==> src/rtl/cdb_rr_arbiter.sv <==
`default_nettype none
// ============================================================================
//  Module      : cdb_rr_arbiter
//  Description : Round-robin arbiter and output register for the common data
//                bus. Grants at most one functional-unit result per cycle
//                (one-hot, combinational req_ready) and registers the
//                winner's tag, data and index for a one-cycle broadcast.
//  Revision    : 1.0 - initial release
// ============================================================================
module cdb_rr_arbiter #(
    parameter int N_REQ  = 4,     // number of requesters, >= 2 and a power of two
    parameter int DATA_W = 32,
    parameter int TAG_W  = 6
) (
    input  logic                       clk,
    input  logic                       reset,
    input  logic [N_REQ-1:0]           req_valid,
    input  logic [N_REQ*TAG_W-1:0]     req_tag,
    input  logic [N_REQ*DATA_W-1:0]    req_data,
    output logic [N_REQ-1:0]           req_ready,
    input  logic                       stall,
    input  logic                       flush,
    output logic                       cdb_valid,
    output logic [TAG_W-1:0]           cdb_tag,
    output logic [DATA_W-1:0]          cdb_data,
    output logic [$clog2(N_REQ)-1:0]   cdb_src
);

    localparam int SRC_W = $clog2(N_REQ);

    // ------------------------------------------------------------------------
    // State
    // ------------------------------------------------------------------------
    logic [SRC_W-1:0]   r_prio_ptr;
    logic               r_cdb_valid;
    logic [TAG_W-1:0]   r_cdb_tag;
    logic [DATA_W-1:0]  r_cdb_data;
    logic [SRC_W-1:0]   r_cdb_src;

    // ------------------------------------------------------------------------
    // Combinational arbitration
    // ------------------------------------------------------------------------
    logic               w_any;
    logic [SRC_W-1:0]   w_win;
    logic               w_xfer;
    logic [TAG_W-1:0]   w_tag_arr  [N_REQ];
    logic [DATA_W-1:0]  w_data_arr [N_REQ];

    // Unpack the flat request buses so the winner can be selected by index.
    generate
        for (genvar gi = 0; gi < N_REQ; gi++) begin : g_unpack
            assign w_tag_arr[gi]  = req_tag[gi*TAG_W +: TAG_W];
            assign w_data_arr[gi] = req_data[gi*DATA_W +: DATA_W];
        end
    endgenerate

    // Search from the priority pointer upwards with wrap-around. Scanning
    // offsets from the far end down lets the nearest valid requester be the
    // last assignment, so no separate "found" flag is needed. Index addition
    // wraps naturally because N_REQ is a power of two.
    always_comb begin
        logic [SRC_W-1:0] w_idx;
        w_any = 1'b0;
        w_win = '0;
        w_idx = '0;
        for (int k = N_REQ - 1; k >= 0; k--) begin
            w_idx = r_prio_ptr + SRC_W'(k);
            if (req_valid[w_idx]) begin
                w_any = 1'b1;
                w_win = w_idx;
            end
        end
    end

    // A transfer happens only when the bus is free and not being flushed;
    // grants are also suppressed while reset is held.
    assign w_xfer = w_any & ~stall & ~flush & ~reset;

    // One-hot grant decode back to the requesters.
    generate
        for (genvar gi = 0; gi < N_REQ; gi++) begin : g_ready
            assign req_ready[gi] = w_xfer & (w_win == SRC_W'(gi));
        end
    endgenerate

    // ------------------------------------------------------------------------
    // Broadcast register and priority pointer
    // ------------------------------------------------------------------------
    // Flush wins over everything: it kills the next broadcast and restarts
    // priority at unit 0. Without a transfer the payload holds its last value.
    always_ff @(posedge clk or posedge reset) begin
        if (reset) begin
            r_prio_ptr  <= '0;
            r_cdb_valid <= 1'b0;
            r_cdb_tag   <= '0;
            r_cdb_data  <= '0;
            r_cdb_src   <= '0;
        end else if (flush) begin
            r_prio_ptr  <= '0;
            r_cdb_valid <= 1'b0;
        end else if (w_xfer) begin
            r_prio_ptr  <= w_win + SRC_W'(1);
            r_cdb_valid <= 1'b1;
            r_cdb_tag   <= w_tag_arr[w_win];
            r_cdb_data  <= w_data_arr[w_win];
            r_cdb_src   <= w_win;
        end else begin
            r_cdb_valid <= 1'b0;
        end
    end

    assign cdb_valid = r_cdb_valid;
    assign cdb_tag   = r_cdb_tag;
    assign cdb_data  = r_cdb_data;
    assign cdb_src   = r_cdb_src;

    // ------------------------------------------------------------------------
    // Protocol properties
    // ------------------------------------------------------------------------
`ifndef SYNTHESIS
    // Grant is never more than one-hot.
    a_onehot_grant : assert property (@(posedge clk) disable iff (reset)
        $onehot0(req_ready));

    // Stall or flush blocks every grant.
    a_no_grant_blocked : assert property (@(posedge clk) disable iff (reset)
        (stall || flush) |-> (req_ready == '0));

    // Grants only go to valid requesters.
    a_grant_valid : assert property (@(posedge clk) disable iff (reset)
        ((req_ready & ~req_valid) == '0));

    // An accepted result is broadcast on the following cycle.
    a_broadcast_latency : assert property (@(posedge clk) disable iff (reset)
        (|(req_valid & req_ready)) |=> cdb_valid);
`endif

endmodule
`default_nettype wire

==> config.mk <==
export PLATFORM = sky130hd
export DESIGN_NAME = cdb_rr_arbiter
export DESIGN_NICKNAME = d
export VERILOG_FILES = /design/src/rtl/cdb_rr_arbiter.sv
export SDC_FILE = /design/constraint.sdc
export NUM_CORES = 1
export LEC_CHECK = 0
export ABC_AREA = 1
export CAP_MARGIN = 20
export CORE_MARGIN = 8
export CORE_UTILIZATION = 41
export DETAILED_ROUTE_END_ITERATION = 8
export GPL_TIMING_DRIVEN = 0
export PLACE_DENSITY = 0.91
export SYNTH_ARGS = -nofsm -noshare
export SYNTH_HDL_FRONTEND = slang
export SYNTH_SLANG_ARGS = --single-unit
export TNS_END_PERCENT = 1
==> constraint.sdc <==
create_clock -name clk -period 3.6 [get_ports clk]
set_clock_uncertainty 0.1 [all_clocks]
set_input_delay 0.72 -clock clk [delete_from_list [all_inputs] [get_ports clk]]
set_output_delay 0.72 -clock clk [all_outputs]
set_load 0.005 [all_outputs]
======== Yosys cells after proc, flatten, opt, wreduce, memory -nomap -nowiden ========
Cells that the tools add are included.
Widths: inputs -> output; s select.
operators by class
  magnitude comparators ................... 5
  muxes and demuxes ....................... 26
  bitwise operators ....................... 11
  add/subtract/negate cells ............... 4
  reduce and logical (&&, ||, !) cells .... 3
  equality and inequality tests ........... 3
operator list
  cell                 number
  $bmux 32 s2          1
  $mux 32              2
  $bmux 6 s2           1
  $lt 2x3->1 const B   4
  $mux 2               6
  $mux 6               2
  $mux 1               10
  $bmux 1 s2           4
  $and 1x1->1          7
  $add 2x1->2 const B  2
  $add 2x2->2 const B  2
  $eq 2x2->1 const B   2
  $ge 3x3->1 const B   1
  $not 1->1            3
  $not 2->3            1
  $eq 2x1->1 const B   1
  $logic_not 2->1      1
  $reduce_and 2->1     1
  $reduce_bool 2->1    1
storage, ports and cells
  output and inout port bits .............. 45
  bits of input ports ..................... 160
  flip-flop bits (word level) ............. 43

======== Longest topological paths before layout ========
Gate-level depths: netlist of the first run.
  depth in word-level cells ............... 12
  mapped depth ............................ 15

======== Worst setup path before layout of the first run ========
No wires, ideal clock.
  path type ............................... input-to-output
  start point ............................. input port req_valid[1]
  end point ............................... output port req_ready[1]
  arrival time ............................ 1,916 ps
  path buffers ............................ 2
  setup slack ............................. 864 ps
  cell stages on the path ................. 13
  cell sequence ........................... inv_1 > nand2_1 > nand3_2 > nand2_1 > nand3_2 > nand2_1 > nand2_2 > nand2_2 > buf_6 > buf_4 > ha_1 > inv_1 > nor2_1
on the way
  elaborated cells on any way between the ends .. 21
  those cells by class .................... 1 x eq/ne; 16 x mux; 4 x bitwise
RTL lines
  what                          line  source
  from (decl)                   17    input logic [N_REQ-1:0] req_valid,
  $bmux 1 s2                    68    if (req_valid[w_idx]) begin
  $mux 1 (implied by the code)  68
  $mux 2 (3 in series)          68
  $mux 2 (*)                    68
  named net w_win[0]            44    logic [SRC_W-1:0] w_win;
  $eq 2x1->1 (*)                82    assign req_ready[gi] = w_xfer & (w_win == SRC_W'(gi));
  $and 1x1->1 (*)               82
  to (decl)                     20    output logic [N_REQ-1:0] req_ready,
Mark *: on every way through the listed nets, which the timed path passes. The rest lies on a longest branch. The select of a mux whose other input is x is not followed.

======== Worst setup path in the final report of the first run ========
  start point ............................. input port req_valid[2]
  end point ............................... output port req_ready[0]
on the way
  word-level cells in the longest chain between the ends .. 10
  elaborated cells on any way between the ends .. 21
  those cells by class .................... 16 x mux; 4 x bitwise; 1 x reduce/logical
RTL lines
  what                          line  source
  $bmux 1 s2                    68
  $mux 1 (implied by the code)  68
  $mux 1 (4 in series)          68
  $and 1x1->1 (3 in series)     77    assign w_xfer = w_any & ~stall & ~flush & ~reset;
  $and 1x1->1 (*)               82
Mark *: on every way between the ends. The rest lies on a longest branch, timed or not. The select of a mux whose other input is x is not followed.

==> results of run 1 <==
-- worst max-delay path, stage by stage --
cell and delay, ns:
clkdlybuf4s50_1 0.43, inv_1 0.08, nand2_1 0.07, nand3_1 0.11, nand2_2 0.08, nor2_2 0.15
nand2_1 0.11, nand3_4 0.12, buf_8 0.15, ha_1 0.14, inv_1 0.04, nor2_1 0.09
clkdlybuf4s50_1 0.51
-- worst paths after layout --
kind                                       endpoint                 startpoint  slack (ns)
min in group asynchronous  cdb_data[16]$_DFFE_PP0P_                      reset        0.66
max                                    req_ready[0]               req_valid[2]       -0.03
min reg2reg                cdb_data[19]$_DFFE_PP0P_   cdb_data[19]$_DFFE_PP0P_        0.39
min                        cdb_data[19]$_DFFE_PP0P_   cdb_data[19]$_DFFE_PP0P_        0.39
max reg2reg                  cdb_tag[3]$_DFFE_PP0P_  r_prio_ptr[0]$_DFFE_PP0P_        1.21
max in group asynchronous  cdb_data[24]$_DFFE_PP0P_                      reset        2.25
-- power groups by stage --
stage,Combinational (mW),Sequential [mW],Clock (mW)
after floorplan,0.874,0.837,0
after global placement,1.77,0.828,0
after detailed placement,1.82,0.838,0
after CTS,1.86,0.828,0.460
after global routing,2.11,0.854,0.477
final,1.92,0.828,0.460
-- what timing repair did --
item	CTS	global route
buffers inserted	1	8
endpoints found under the setup margin	4	4
cloned	0	0
pin swaps	1	1
resized for setup	10	9
-- per-layer routing --
layer	vias up	track usage [%]	share of wire (%)
met5	-	0	0
met4	0	9.35	1.9
li1	2134	-	-
met1	2036	26.9	38
met3	26	8.64	11
met2	243	43.7	49
-- cell usage after synthesis --
cell type / n / area [sq um]
or2_2: 1 / 6.26
nand2_2: 3 / 18.8
nand2_4: 1 / 11.3
inv_4: 1 / 6.26
o22ai_1: 1 / 6.26
nand3_1: 118 / 591
inv_1: 39 / 146
clkbuf_1: 5 / 18.8
o211ai_1: 2 / 15.0
nor2b_1: 1 / 6.26
or2_1: 12 / 75.1
nor3_1: 1 / 5.00
buf_4: 8 / 60.1
nand2_1: 173 / 649
buf_2: 16 / 80.1
nor2_4: 3 / 33.8
dfrtp_1: 43 / 1080
xnor2_1: 1 / 8.76
nor2_2: 1 / 6.26
buf_6: 5 / 56.3
nand3_2: 7 / 70.1
nor2_1: 76 / 285
o21ai_1: 2 / 10.0
or2_0: 11 / 68.8
inv_2: 5 / 18.8
ha_1: 4 / 50.1
o21ai_0: 2 / 10.0
-- cell usage in the layout, fill, tap and decap left out --
cell and n:
nand2_2 4, or2_2 1, clkbuf_8 5, nand3_4 1, or2_1 12, buf_4 15
nor2_2 1, nand3_2 6, clkinv_8 1, nand3_1 118, clkdlybuf4s50_1 201, nor2_1 76
inv_1 38, xnor2_1 1, dlymetal6s2s_1 1, clkbuf_2 1, clkbuf_1 5, o22ai_1 1
nor2_4 3, nand2_1 171, o21ai_0 2, o211ai_1 2, buf_2 14, nor3_1 1
o21ai_1 2, nor2b_1 1, nand2_4 2, or2_0 11, buf_6 5, ha_1 4
inv_2 5, dlygate4sd2_1 1, inv_4 1, buf_8 1, dfrtp_1 43, buf_12 2
bufinv_16 2
-- area by class of cell --
class	count	area (sq um)
tap	105	131
inverter	45	184
fill	666	2320
multi-input combinational	420	1940
buffer	31	221
clock inverter	2	60.1
timing repair buffer	214	2130
sequential	43	1080
clock buffer	6	72.6
-- sequential cells by signal, indices dropped and copies added (netlist names) --
| name | count |
|---|---|
| cdb_data | 32 |
| cdb_src | 2 |
| cdb_tag | 6 |
| cdb_valid | 1 |
| r_prio_ptr | 2 |
-- kinds of logic after synthesis --
| group | count (synthesis) |
|---|---|
| adders and majority gates | 4 |
| xor gates and xnor gates | 1 |
| DFF | 43 |
| AOI/OAI and AO/OA | 7 |
| and+or+nand+nor | 408 |
| buffers and inverters | 79 |
==> impl_metrics.json, run 1 <==
{
  "holdPathStages": 2,
  "dieArea_sq_um": 11400,
  "place_ws_ns": -0.367,
  "start_util_pct": 41.7,
  "synthXorXnorAreaFrac_pct": 0.258,
  "cts_tree": "done",
  "grt_antenna_before_repair": 0,
  "die_h_microns": 107,
  "yosysWarnings": 0,
  "path_max_fanout": 11,
  "fin_crit_sh_pct": 101,
  "rr_worst_depth": 14,
  "cts_root_buf": "clkbuf_8",
  "worstSetupStartpointType": "input port",
  "postSynthAreaPerCell_sq_um": 6.25,
  "seqPwrFrac_pct": 25.8,
  "htreeDepth": 2,
  "peakVddDrop_mv": 0.229,
  "placed_cells": 852,
  "fin_util_pct": 71.5,
  "synth_mux_area_share_pct": 0,
  "drcViolationCount": 0,
  "avgViaCountPerCell": 5.13,
  "synth_top_family_by_area": "simple AND/OR/NAND/NOR gates",
  "finalMaxSlewViolations": 0,
  "ys_seq_area_share_pct": 31.7,
  "p_comb_share_pct": 59.9,
  "gp_congestion": 0.938,
  "finalWorstSetupSlack_ns": -0.0315,
  "status": "finished with violations",
  "fin_nets": 924,
  "power.leakage_nw": 2.78,
  "final.setup.tns_ns": -0.0315,
  "critical_path_required_ns": 2.78,
  "cts_sinks": 43,
  "dp_hpwl_microns": 11800,
  "p_sw_share_pct": 38.8,
  "rsz0062_at_grt": "yes",
  "holdBufCountCts": 0,
  "ys_ff_latch": 43,
  "p_clk_share_pct": 14.3,
  "violations": "setup timing",
  "drive_gt1_share_pct": 9.20,
  "num_vias": 4439,
  "dpl_cell_area_sq_um": 5580,
  "drv_cap": 0,
  "globalRouteOverflowTotal": 0,
  "insertion_delay_ns": 0.30,
  "hold_viol": 0,
  "path_clk_slew_ns": 0.08,
  "synth_area_sq_um": 3390,
  "synth_fa_ha_area_share_pct": 1.48,
  "portBuffers": 204,
  "setup_violations": 1,
  "synth-simple-area-share_pct": 53.9,
  "grt_max_degree": 27,
  "switchingPower_mw": 1.25,
  "holdWs_ns": 0.393,
  "stdcell_area_sq_um": 5820,
  "numCtsBuffers": 5,
  "finalWirelength_microns": 14900,
  "synth_nets": 706,
  "worstSetupPathType": "input port to output port",
  "synth_compound_area_share_pct": 1.22,
  "ant_nets": 0,
  "max-slew-margin-rel_pct": 64.2,
  "arrival_ns": 2.81,
  "dr.pass1.iters": 5,
  "grt_pass1_vias": 4602,
  "fmax_mhz": 275,
  "io_pins": 205,
  "drt-initial-drc-count": 218,
  "track_usage_pct": 24.8,
  "synthCells": 542,
  "end_kind": "output port",
  "final_cells": 866,
  "routedWlPerCell_microns": 17.2,
  "die_x_microns": 107,
  "synth_cell_types": 27,
  "p_per_area_nw_per_um2": 552,
  "grt_pass1_wl_microns": 22700,
  "core_sq_um": 8130,
  "row_count": 33,
  "p_int_mw": 1.96,
  "period_minus_slack_ns": 3.63,
  "n_antenna_cell": 0,
  "tightest_slew_ns": 0.537,
  "cts.path.max_buffers": 2,
  "areaGrowthSynthToFinish_pct": 71.6,
  "design_power_total_mw": 3.21,
  "hp-class": "register to register"
}
Power figures use the tool's default switching activity.
==> inputs of run 2 (changes only) <==
- SLEW_MARGIN: not set -> 20
==> results of run 2 <==
No change in the layout: final DEF, timing and power equal those of run 1.
==> inputs of run 3 (changes only) <==
- CORE_ASPECT_RATIO: not set -> 1.4
==> run 3 against run 2 <==
The flow now finishes without violations. First-iteration DRC count down 3.7%. Via count down 0.86%. Worst hold slack worse by 0.013 ns. Design area up 2.1%. Fmax up 4.3%. Routed wire length up 0.27%. Non-clock buffer count down 3. Global-route usage up 0.26 points. Sequential share of layout area down 0.38 points. Cell count down 0.69%. Critical path type unchanged. Largest power group unchanged. Clock-buffer cell count unchanged.
==> impl_metrics.json, run 3 (same netlist as run 1, synthesis figures left out) <==
{
  "grt_pass1_vias": 4450,
  "whs_endpoint": "cdb_data[5]$_DFFE_PP0P_",
  "layout_commonest_cell": "clkdlybuf4s50_1",
  "cts.path.max_buffers": 2,
  "design_power_total_mw": 3.38,
  "finalWirelength_microns": 14900,
  "holdBufCountCts": 0,
  "finalMaxSlewViolations": 0,
  "start_util_pct": 41.8,
  "core_sq_um": 8100,
  "track_usage_pct": 25.1,
  "max-slew-margin-rel_pct": 62.9,
  "hold_start": "cdb_data[5]$_DFFE_PP0P_",
  "worstSetupPathType": "input port to output port",
  "io_pins": 205,
  "peakVddDrop_mv": 0.313,
  "rr_worst_depth": 13,
  "grt_max_degree": 23,
  "status": "finished clean",
  "gp_congestion": 0.983,
  "avgViaCountPerCell": 5.12,
  "slowest_delay_ns": 0.48,
  "cp_num_buf_inv": 6,
  "place_ws_ns": -0.338,
  "dp_hpwl_microns": 11700,
  "crit_family": "buffers and inverters",
  "worstSetupStartpointType": "input port",
  "worstPathCellList": "clkdlybuf4s50_1 -> inv_1 -> nand2_1 -> nand3_1 -> nand2_2 -> inv_2 -> nand2_2 -> nand2_1 -> nor2_4 -> buf_6 -> ha_1 -> inv_1 -> nor2_1 -> dlygate4sd2_1",
  "path_clk_slew_ns": 0.06,
  "r2r_slack_ns": 1.18,
  "grt_antenna_before_repair": 0,
  "period_minus_slack_ns": 3.48,
  "regToRegStartpoint": "r_prio_ptr[0]$_DFFE_PP0P_",
  "fin_crit_sh_pct": 96.7,
  "drt-initial-drc-count": 210,
  "power.leakage_nw": 2.83,
  "globalRouteOverflowTotal": 0,
  "cts_tree": "done",
  "slowest_stage": "clkdlybuf4s50_1",
  "arrival_ns": 2.66,
  "row_count": 39,
  "end_kind": "output port",
  "ant_nets": 0,
  "hp-class": "register to register",
  "grt_pass1_wl_microns": 22700,
  "htreeDepth": 2,
  "final_cell_mix": "clkdlybuf4s50_1, nand2_1, nand3_1",
  "n_antenna_cell": 0,
  "routedWlPerCell_microns": 17.3,
  "path_max_fanout": 11,
  "hold_viol": 0,
  "r2r-end": "cdb_data[1]$_DFFE_PP0P_",
  "finalWorstSetupSlack_ns": 0.120,
  "num_vias": 4401,
  "die_x_microns": 92.8,
  "tightest_slew_ns": 0.556,
  "areaGrowthSynthToFinish_pct": 75.2,
  "drcViolationCount": 0,
  "fin_nets": 921,
  "cts_sinks": 43,
  "dr.pass1.iters": 4,
  "dieArea_sq_um": 11500,
  "fmax_mhz": 287,
  "largest_reg_flops": 32,
  "holdPathStages": 2,
  "setup_violations": 0,
  "p_per_area_nw_per_um2": 569,
  "numCtsBuffers": 5,
  "cts_root_buf": "clkbuf_16",
  "drive_gt1_share_pct": 9.50,
  "drv_cap": 0,
  "die_h_microns": 124,
  "insertion_delay_ns": 0.29,
  "critical_path_required_ns": 2.78,
  "portBuffers": 204
}
==> run 3: changes by cell type in the layout (fill, tap and decap cells not counted), moves of 2 or more <==
cell and change:
nand2_1 -4, buf_4 -4, dlygate4sd2_1 +2, clkbuf_8 -5
clkbuf_16 +5, nand3_4 +2, nand2_2 +2
==> run 3: final cells by class <==
type                    count  area [sq um]
repair buffers            211          2140
clock buffers               6           129
well taps                 102           128
clock inverters             2          60.1
plain buffers              31           221
fillers                   675          2160
inverters                  45           184
flip-flops and latches     43          1080
multi-input cells         420          2000
==> run 3: timing repair <==
| item | CTS | global route |
|---|---|---|
| gates resized for setup | 11 | 19 |
| pin swaps | 2 | 3 |
| gates cloned | 1 | 0 |
| endpoints found under the setup margin | 4 | 4 |
| setup buffers | 2 | 3 |
==> run 3: worst reg2reg max path, cell delays in order (launching register included) <==
cell and delay, ns:
dfrtp_1 0.38, buf_6 0.15, xnor2_1 0.28, nand2_1 0.16, nand2_1 0.12, nand2_2 0.09, nand2_1 0.12, nor2_4 0.05
buf_4 0.17, nor2_4 0.25, buf_6 0.20, nand2_1 0.06, nor2_1 0.11, nor2_1 0.07
==> run 3: through the flow <==
stage          cell area (sq um)  util, %  setup TNS, ns  hold WS [ns]  std cells
5_1_grt                     5940     73.3       -0.00636         0.400        860
4_1_cts                     5840     72.0         -0.106         0.381        858
6_report                    5940     73.3              0         0.380        860
3_5_place_dp                5590     69.0          -1.30         0.364        849
2_1_floorplan               3390        -              0         0.373        542
3_3_place_gp                5560     68.6          -1.15         0.362        848
==> run 3: power by group <==
part	switching, mW	internal, mW	leakage (nW)	total (mW)
Clock	0.194	0.398	0.0911	0.592
Combinational	0.965	1.01	2.23	1.97
Sequential	0.114	0.705	0.506	0.819
Total	1.27	2.11	2.83	3.38
==> run 3: how the worst max path moves through the flow <==
stage / startpoint / to / slack [ns] / cells past startpoint
floorplan: req_valid[1] / req_ready[1] / 0.86 / 13
global placement: req_valid[1] / req_ready[3] / -0.32 / 15
detailed placement: req_valid[1] / req_ready[1] / -0.34 / 13
CTS: req_valid[1] / req_ready[0] / -0.11 / 13
global route: req_valid[2] / req_ready[2] / -0.003 / 14
finish: req_valid[2] / req_ready[3] / 0.12 / 14
==> run 3: per-layer routing <==
layer,vias up,GRT usage [%],share of wire [%]
met5,-,0,0
met3,32,7.78,9.7
met2,237,44.7,50
met4,0,10.1,3.1
li1,2126,-,-
met1,2006,27.0,37
